==> config.mk <==
export PLATFORM = sky130hd
export DESIGN_NAME = if_stage_fetch
export DESIGN_NICKNAME = d
export VERILOG_FILES = /design/src/rtl/if_stage_fetch.sv
export SDC_FILE = /design/constraint.sdc
export NUM_CORES = 1
export LEC_CHECK = 0
export CAP_MARGIN = 20
export CORE_UTILIZATION = 45
export CTS_BUF_LIST = sky130_fd_sc_hd__clkbuf_4 sky130_fd_sc_hd__clkbuf_8
export CTS_CLUSTER_SIZE = 20
export DETAILED_ROUTE_END_ITERATION = 7
export DONT_BUFFER_PORTS = 1
export PLACE_DENSITY_LB_ADDON = 0.25
export RECOVER_POWER = 100
export SYNTH_ARGS = -nofsm -noshare
export SYNTH_HDL_FRONTEND = slang
export SYNTH_SLANG_ARGS = --single-unit
==> constraint.sdc <==
create_clock -name clk -period 5.85 [get_ports clk]
set_clock_uncertainty 0.15 [all_clocks]
set_input_delay 1.17 -clock clk [delete_from_list [all_inputs] [get_ports clk]]
set_output_delay 1.17 -clock clk [all_outputs]
set_load 0.02 [all_outputs]
==> src/rtl/if_stage_fetch.sv <==
`default_nettype none
// ============================================================================
// Module      : if_stage_fetch
// Description : Instruction-fetch stage that feeds id_stage. It owns the PC
//               and fetches from a variable-latency instruction memory over a
//               req/ack handshake. It drives the registered IF/ID outputs
//               (PC+4, instruction, valid) and handles freeze stalls and
//               branch redirects, including a redirect that arrives while a
//               fetch is still outstanding.
// Ports       : clk             - clock, rising edge
//               rst             - asynchronous, active-low reset
//               freeze          - ID cannot accept; hold outputs
//               branch_taken    - one-cycle redirect pulse from EXE
//               branch_address  - redirect target
//               imem_req        - fetch request
//               imem_addr       - fetch address, stable while req && !ack
//               imem_ack        - imem_rdata valid this cycle
//               imem_rdata      - fetched word
//               pc_out          - fetched address + 4
//               instruction_out - fetched instruction
//               valid_out       - outputs hold a real instruction
// Revision    : 1.0 - initial release
// ============================================================================
module if_stage_fetch #(
    parameter int                     ADDRESS_LEN     = 32,
    parameter int                     INSTRUCTION_LEN = 32,
    parameter logic [ADDRESS_LEN-1:0] RESET_PC        = '0
) (
    input  logic                       clk,
    input  logic                       rst,
    input  logic                       freeze,
    input  logic                       branch_taken,
    input  logic [ADDRESS_LEN-1:0]     branch_address,
    output logic                       imem_req,
    output logic [ADDRESS_LEN-1:0]     imem_addr,
    input  logic                       imem_ack,
    input  logic [INSTRUCTION_LEN-1:0] imem_rdata,
    output logic [ADDRESS_LEN-1:0]     pc_out,
    output logic [INSTRUCTION_LEN-1:0] instruction_out,
    output logic                       valid_out
);

    localparam logic [ADDRESS_LEN-1:0] c_PC_STEP = ADDRESS_LEN'(4);

    // FETCH: requesting at r_pc.
    // DROP : a stale request (issued before a redirect) is still in flight;
    //        keep it stable at r_drop_addr and throw its data away.
    // FULL : one fetched word is parked in the skid buffer, no request.
    typedef enum logic [1:0] {
        S_FETCH = 2'd0,
        S_DROP  = 2'd1,
        S_FULL  = 2'd2
    } fetch_state_t;

    fetch_state_t               r_state,     w_state_nxt;
    logic [ADDRESS_LEN-1:0]     r_pc,        w_pc_nxt;
    logic [ADDRESS_LEN-1:0]     r_drop_addr, w_drop_addr_nxt;
    logic [INSTRUCTION_LEN-1:0] r_buf_instr, w_buf_instr_nxt;
    logic [ADDRESS_LEN-1:0]     r_buf_pc,    w_buf_pc_nxt;
    logic [ADDRESS_LEN-1:0]     w_pc_out_nxt;
    logic [INSTRUCTION_LEN-1:0] w_instr_nxt;
    logic                       w_valid_nxt;
    logic [ADDRESS_LEN-1:0]     w_pc_plus4;
    logic                       w_ack;

    // Request is gated by reset directly so it drops the instant reset asserts.
    assign imem_req   = rst && (r_state != S_FULL);
    assign imem_addr  = (r_state == S_DROP) ? r_drop_addr : r_pc;
    assign w_ack      = imem_ack && imem_req;
    assign w_pc_plus4 = r_pc + c_PC_STEP;

    always_ff @(posedge clk or negedge rst) begin
        if (!rst) begin
            r_state         <= S_FETCH;
            r_pc            <= RESET_PC;
            r_drop_addr     <= '0;
            r_buf_instr     <= '0;
            r_buf_pc        <= '0;
            pc_out          <= '0;
            instruction_out <= '0;
            valid_out       <= 1'b0;
        end else begin
            r_state         <= w_state_nxt;
            r_pc            <= w_pc_nxt;
            r_drop_addr     <= w_drop_addr_nxt;
            r_buf_instr     <= w_buf_instr_nxt;
            r_buf_pc        <= w_buf_pc_nxt;
            pc_out          <= w_pc_out_nxt;
            instruction_out <= w_instr_nxt;
            valid_out       <= w_valid_nxt;
        end
    end

    always_comb begin
        w_state_nxt     = r_state;
        w_pc_nxt        = r_pc;
        w_drop_addr_nxt = r_drop_addr;
        w_buf_instr_nxt = r_buf_instr;
        w_buf_pc_nxt    = r_buf_pc;
        w_pc_out_nxt    = pc_out;
        w_instr_nxt     = instruction_out;
        w_valid_nxt     = valid_out;

        if (branch_taken) begin
            // Redirect wins over freeze: flush outputs and skid buffer.
            w_pc_nxt    = branch_address;
            w_valid_nxt = 1'b0;
            w_instr_nxt = '0;
            case (r_state)
                S_FETCH: begin
                    if (!w_ack) begin
                        // The request at r_pc must complete before the
                        // target can be requested; remember it as stale.
                        w_drop_addr_nxt = r_pc;
                        w_state_nxt     = S_DROP;
                    end
                end
                S_DROP: begin
                    if (w_ack) begin
                        w_state_nxt = S_FETCH;
                    end
                end
                default: begin
                    w_state_nxt = S_FETCH;
                end
            endcase
        end else begin
            case (r_state)
                S_FETCH: begin
                    if (freeze) begin
                        if (w_ack) begin
                            w_buf_instr_nxt = imem_rdata;
                            w_buf_pc_nxt    = w_pc_plus4;
                            w_pc_nxt        = w_pc_plus4;
                            w_state_nxt     = S_FULL;
                        end
                    end else if (w_ack) begin
                        w_instr_nxt  = imem_rdata;
                        w_pc_out_nxt = w_pc_plus4;
                        w_valid_nxt  = 1'b1;
                        w_pc_nxt     = w_pc_plus4;
                    end else begin
                        w_valid_nxt = 1'b0;
                    end
                end
                S_DROP: begin
                    if (!freeze) begin
                        w_valid_nxt = 1'b0;
                    end
                    if (w_ack) begin
                        w_state_nxt = S_FETCH;
                    end
                end
                S_FULL: begin
                    if (!freeze) begin
                        w_instr_nxt  = r_buf_instr;
                        w_pc_out_nxt = r_buf_pc;
                        w_valid_nxt  = 1'b1;
                        w_state_nxt  = S_FETCH;
                    end
                end
                default: begin
                    w_state_nxt = S_FETCH;
                end
            endcase
        end
    end

endmodule
`default_nettype wire

==> results of run 1 <==
-- final cells by class --
cell class,instances,area (µm²),share of cell area
multi-input combinational,626,4280,0.427
clock buffer,17,234,0.0234
tap,270,338,0.0337
clock inverter,15,196,0.0196
sequential,195,4880,0.487
timing repair buffer,5,30.0,0.00300
inverter,16,60.1,0.00600
-- worst max-delay path: cells and delay by family (launching register included) --
| family | cells | cell delay (ns) |
|---|---|---|
| buffers and inverters | 2 | 0.52 |
| flip-flops | 1 | 0.39 |
| adder cells (fa/ha/maj) | 1 | 0.41 |
| AND/OR/NAND/NOR | 3 | 1.39 |
| AO/OA/AOI/OAI | 2 | 1.51 |
-- synthesized netlist by cell type (2+ instances only) --
master,number,share of area
o211ai_1,6,0.0047
a31oi_1,3,0.0020
clkbuf_1,36,0.014
buf_2,20,0.010
and3_1,5,0.0033
inv_1,16,0.0063
ha_1,4,0.0052
nor2_1,30,0.012
nor3_1,28,0.015
nand2b_1,2,0.0013
o21ai_1,13,0.0068
nor3_2,6,0.0063
nor4_1,7,0.0046
nand3_2,2,0.0021
o31ai_1,37,0.029
and4_1,5,0.0046
buf_1,9,0.0035
o21a_1,4,0.0031
o22ai_1,4,0.0026
nor2b_1,2,0.0013
o21ai_0,62,0.032
nand2_1,136,0.053
dfrtp_1,195,0.51
nand4_1,12,0.0079
mux2_2,101,0.12
a21oi_1,25,0.013
xor2_1,22,0.020
buf_4,5,0.0039
or3_1,3,0.0020
nand3_1,21,0.011
nand3b_1,2,0.0016
or4_1,5,0.0039
mux2i_1,36,0.038
xnor2_1,27,0.025
-- through the flow --
step	util	power [W]	instances	setup WS [ns]
2_1_floorplan	-	0.00345	908	2.82
3_3_place_gp	0.470	0.00374	1111	2.53
3_5_place_dp	0.470	0.00379	1111	2.47
4_1_cts	0.491	0.00472	1143	2.02
5_1_grt	0.489	0.00493	1144	1.16
6_report	0.489	0.00464	1144	1.35
-- cell families (layout without fill, tap and decap cells) --
kind of cell,after synthesis,after routing,share of synthesized area
buf+inv,87,53,0.0395
mux,137,137,0.157
simple gates,276,276,0.144
fa+ha+maj,4,4,0.00524
xor+xnor,49,49,0.0449
compound gates,160,160,0.0988
flops,195,195,0.511
-- layer usage --
| metal | wire length, µm | global-route usage |
|---|---|---|
| met5 | 0 | 0 |
| met1 | 10300 | 0.308 |
| met2 | 10500 | 0.328 |
| met3 | 1450 | 0.0583 |
| met4 | 325 | 0.0536 |
-- registers in the layout (all words and copies together), names as in the netlist --
signal           flops
instruction_out     32
pc_out              32
r_buf_instr         32
r_buf_pc            32
r_drop_addr         32
r_pc                32
r_state              2
valid_out            1
-- worst max path at each step --
stage                     slack (ns)  depth (start not counted)                             end                    from
after floorplan                 2.82                          5                   imem_addr[10]  r_state[1]$_DFFE_PN0P_
after global placement          2.53                          5          pc_out[23]$_DFFE_PN0P_                     rst
after detailed placement        2.47                          8  instruction_out[1]$_DFFE_PN0P_  r_state[0]$_DFFE_PN0P_
after CTS                       2.02                          4                        imem_req  r_state[0]$_DFFE_PN0P_
after global routing            1.16                          3                    imem_addr[7]  r_state[1]$_DFFE_PN0P_
final                           1.35                          8          pc_out[17]$_DFFE_PN0P_  r_state[0]$_DFFE_PN0P_
-- power groups by stage --
stage	registers (W)	clock network (W)	logic, W
after floorplan	0.00226	0	0.00119
after global placement	0.00238	0	0.00136
after detailed placement	0.00240	0	0.00139
after CTS	0.00237	0.000963	0.00139
after global routing	0.00244	0.00102	0.00147
final	0.00237	0.000938	0.00133
==> results.ini, run 1 <==
[status]
status=finished with violations
violations=capacitance limit, slew limit

[flow_run]
max_cap_violations=3

[clock_network]
clock_sinks=195
cts-root-buf=clkbuf_8
cts_hold_buf=0
clk_pin_slew_ns=0.11
cts_buffer_depth=2
cts_setup_buffers=0
numCtsBuffers=17
tritoncts=done
htree_num_levels=4
insertion_delay_ns=0.48
cts_resized=0

[floorplan]
io_pins=167
row_count=52
die_h_um=148
die_w_um=148
core_area_um2=20500
start_util=0.466
dieArea_um2=21800

[logic_synthesis]
async_flop_share=1.00
ys_seq_area_frac=0.511
yosys_warnings=0
synthCells=908
netlist_area_um2=9560
postSynth.topFlopCell=dfrtp_1
postSynthAreaPerCell_um2=10.5
synth_fp_nets=981
synth_cell_type_count=51
ys_ff_latch=195
synth_edf_count=0

[critical_path]
cp-start-kind=flop
worst-r2r-cell-count=8
critical-path-slowest-cell=a21boi_0
cp.arrival_ns=4.71
r2r-start=r_state[0]$_DFFE_PN0P_
cp-end-kind=flop
worstPathRequired_ns=6.06
worstReg2RegEnd=pc_out[17]$_DFFE_PN0P_
slowest_delay_ns=1.24
crit_fanout=56
crit_chain=inv_1, ha_4, nand4b_1, a21boi_0, buf_4, nand2_1, a211oi_1, nor3_1
path_class=reg -> reg
reg2reg_slack_ns=1.35

[cells_and_area]
layout.cells.most_common=dfrtp_1
syn_to_final_growth_pct=4.81
n_fill_cell=1915
design_area_um2=10000
final_cell_mix=dfrtp_1 (195), nand2_1 (135), mux2_2 (73), o21ai_0 (68), o31ai_1 (37)
num_antenna_cells=0
drive_above_1_share=0.138
nets=934

[timing]
hold_slack_ns=0.226
hold_viol=0
fmax_mhz=222
fin_crit_sh=0.770
tns_ns=0
period_needed_ns=4.50
setup_viol=0
slew_headroom=-0.277
rsz0062_at_grt=no
slew_viol_final=166
worst_pin_slew_ns=1.92

[place]
hpwl_mm=15.1
gp_congestion=0.797
dpl_cell_area_um2=9640
port_buffers=0

[pwr]
pwr-share-clk=0.202
p_leak_nw=4.06
powerDensity_nw_per_um2=463
power.switching_w=0.00182
ir_drop_mv=0.226
intPower_w=0.00282
power_frac_comb=0.288
switching_share=0.391
pwr-share-seq=0.510

[routing]
firstDrtPassIters=5
num_vias=6450
wirelength_mm=22.5
wl_per_cell_um=19.7
drcViolationCount=0
ant_nets=0
first_iter_violations=504
avgViaCountPerCell=5.64

[grt]
grt_pass1_wl_mm=36.5
grt_pass1_vias=6321
grt_util_all_layers=0.216
antenna_found_initial=0
grt_start_max_net_pins=199
grt-ovfl-total=0

[worst_hold_path]
min_path_type=in -> async

No activity file was read; power rests on OpenSTA's default activity.
==> run 2: changes to the inputs <==
==> constraint.sdc (replaced) <==
create_clock -name clk -period 4.05 [get_ports clk]
set_clock_uncertainty 0.15 [all_clocks]
set_input_delay 0.81 -clock clk [delete_from_list [all_inputs] [get_ports clk]]
set_output_delay 0.81 -clock clk [all_outputs]
set_load 0.02 [all_outputs]
==> results.ini, run 2 (synthesized netlist as in run 1, its figures left out) <==
[status]
status=finished with violations  ; unchanged
violations=hold timing  ; was capacitance limit, slew limit

[cells_and_area]
layout.cells.most_common=dfrtp_1  ; unchanged
design_area_um2=10000  ; about the same
final_cell_mix=dfrtp_1 (195), nand2_1 (135), mux2_2 (78), o21ai_0 (69), o31ai_1 (37)  ; was dfrtp_1 (195), nand2_1 (135), mux2_2 (73), o21ai_0 (68), o31ai_1 (37)
n_fill_cell=1951  ; was 1915
drive_above_1_share=0.148  ; was 0.138
syn_to_final_growth_pct=4.88  ; was 4.81%
num_antenna_cells=0  ; unchanged
nets=936  ; was 934

[timing]
rsz0062_at_grt=no  ; unchanged
fmax_mhz=281
worst_pin_slew_ns=1.06  ; was 1.92 ns
slew_headroom=0.292  ; was -0.277
tns_ns=0  ; unchanged
setup_viol=0  ; unchanged
period_needed_ns=3.55
fin_crit_sh=0.878
slew_viol_final=0  ; was 166
hold_viol=195  ; was 0
hold_slack_ns=-0.148  ; was 0.226 ns

[critical_path]
cp-end-kind=output port  ; was flop
path_class=reg -> out  ; was reg -> reg
crit_fanout=17  ; was 56
crit_chain=inv_1, ha_1, clkbuf_1, mux2_2  ; was inv_1, ha_4, nand4b_1, a21boi_0, buf_4, nand2_1, a211oi_1, nor3_1
critical-path-slowest-cell=ha_1  ; was a21boi_0
worstPathRequired_ns=3.09  ; was 6.06 ns
cp.arrival_ns=2.59  ; was 4.71 ns
cp-start-kind=flop  ; unchanged
slowest_delay_ns=0.69  ; was 1.24 ns

[floorplan]
start_util=0.466  ; unchanged
core_area_um2=20500  ; unchanged
dieArea_um2=21800  ; unchanged
io_pins=167  ; unchanged
row_count=52  ; unchanged
die_h_um=148  ; unchanged
die_w_um=148  ; unchanged

[pwr]
pwr-share-seq=0.510  ; about the same
p_leak_nw=4.08  ; was 4.06 nW
power.switching_w=0.00261  ; was 0.00182 W
power_frac_comb=0.291  ; was 0.288
powerDensity_nw_per_um2=667  ; was 463 nW/µm²
switching_share=0.391  ; about the same
intPower_w=0.00408  ; was 0.00282 W
pwr-share-clk=0.199  ; was 0.202
ir_drop_mv=0.298  ; was 0.226 mV

[grt]
grt_pass1_wl_mm=36.4  ; was 36.5 mm
antenna_found_initial=0  ; unchanged
grt_pass1_vias=6414  ; was 6321
grt-ovfl-total=0  ; unchanged
grt_start_max_net_pins=199  ; unchanged
grt_util_all_layers=0.216  ; about the same

[place]
gp_congestion=0.772  ; was 0.797
hpwl_mm=14.9  ; was 15.1 mm
dpl_cell_area_um2=9660  ; was 9640 µm²
port_buffers=0  ; unchanged

[routing]
wl_per_cell_um=19.7  ; about the same
avgViaCountPerCell=5.66  ; was 5.64
firstDrtPassIters=4  ; was 5
num_vias=6483  ; was 6450
wirelength_mm=22.5  ; about the same
first_iter_violations=447  ; was 504
ant_nets=0  ; unchanged
drcViolationCount=0  ; unchanged

[clock_network]
clk_pin_slew_ns=0.11  ; about the same
htree_num_levels=4  ; unchanged
tritoncts=done  ; unchanged
clock_sinks=195  ; unchanged
cts_resized=0  ; unchanged
insertion_delay_ns=0.48  ; about the same
cts_buffer_depth=2  ; unchanged
cts_setup_buffers=0  ; unchanged
cts-root-buf=clkbuf_8  ; unchanged
numCtsBuffers=17  ; unchanged

[flow_run]
max_cap_violations=0  ; was 3

[worst_hold_path]
min_path_type=in -> async  ; unchanged

[run 2: cell count changes in the layout (fill, tap and decap cells not counted), sizes merged]
| cell | delta |
|---|---|
| clkbuf | +2 |
| buf | +1 |
| inv | -1 |
[run 2: layout make-up]
class | instances | area (µm²) | share of cell area
flip-flops and latches | 195 | 4880 | 0.487
well taps | 270 | 338 | 0.0337
multi-input cells | 626 | 4290 | 0.428
inverters | 16 | 60.1 | 0.00599
clock buffers | 18 | 241 | 0.0241
repair buffers | 7 | 43.8 | 0.00437
clock inverters | 14 | 173 | 0.0172
[run 2: worst max-delay path: cells and delay by family (launching register included)]
kind,cells,cell delay (ns)
mux,1,0.47
fa+ha+maj,1,0.69
flops,1,0.42
buf+inv,2,0.53
[run 2: path summary, 6_finish.rpt]
kind | end | from | slack [ns] | cells after the start
max in group asynchronous | r_buf_pc[19]$_DFFE_PN0P_ | rst | 3.64 | 0
setup reg to reg | pc_out[23]$_DFFE_PN0P_ | r_state[0]$_DFFE_PN0P_ | 0.61 | 8
hold reg to reg | r_buf_pc[18]$_DFFE_PN0P_ | r_buf_pc[18]$_DFFE_PN0P_ | 0.33 | 2
hold / removal | r_buf_instr[15]$_DFFE_PN0P_ | rst | -0.15 | 0
setup / recovery | imem_addr[18] | r_state[1]$_DFFE_PN0P_ | 0.50 | 4
min in group clk | instruction_out[4]$_DFFE_PN0P_ | branch_taken | 0.27 | 1
[run 2: routing by layer]
metal  track usage  routed length, µm  up-vias
li1              -                  -     3096
met1         0.300              10400     3210
met2         0.331              10400      148
met3        0.0593               1420       29
met4        0.0649                363        0
met5             0                  0        -
[run 2: metrics by stage]
step           std cells  utilization  power, W  setup WS [ns]
3_5_place_dp        1114        0.471   0.00549           1.13
3_3_place_gp        1114        0.471   0.00541           1.24
2_1_floorplan        908            -   0.00499           1.38
4_1_cts             1146        0.492   0.00681          0.773
6_report            1146        0.489   0.00669          0.495
5_1_grt             1146        0.489   0.00710          0.363
[run 2: power by group through the flow]
stage                     combinational [W]  sequential, W  clock, W
after floorplan                     0.00172        0.00327         0
after global placement              0.00198        0.00343         0
after detailed placement            0.00203        0.00346         0
after CTS                           0.00204        0.00342   0.00136
after global routing                0.00215        0.00352   0.00143
final                               0.00195        0.00341   0.00133
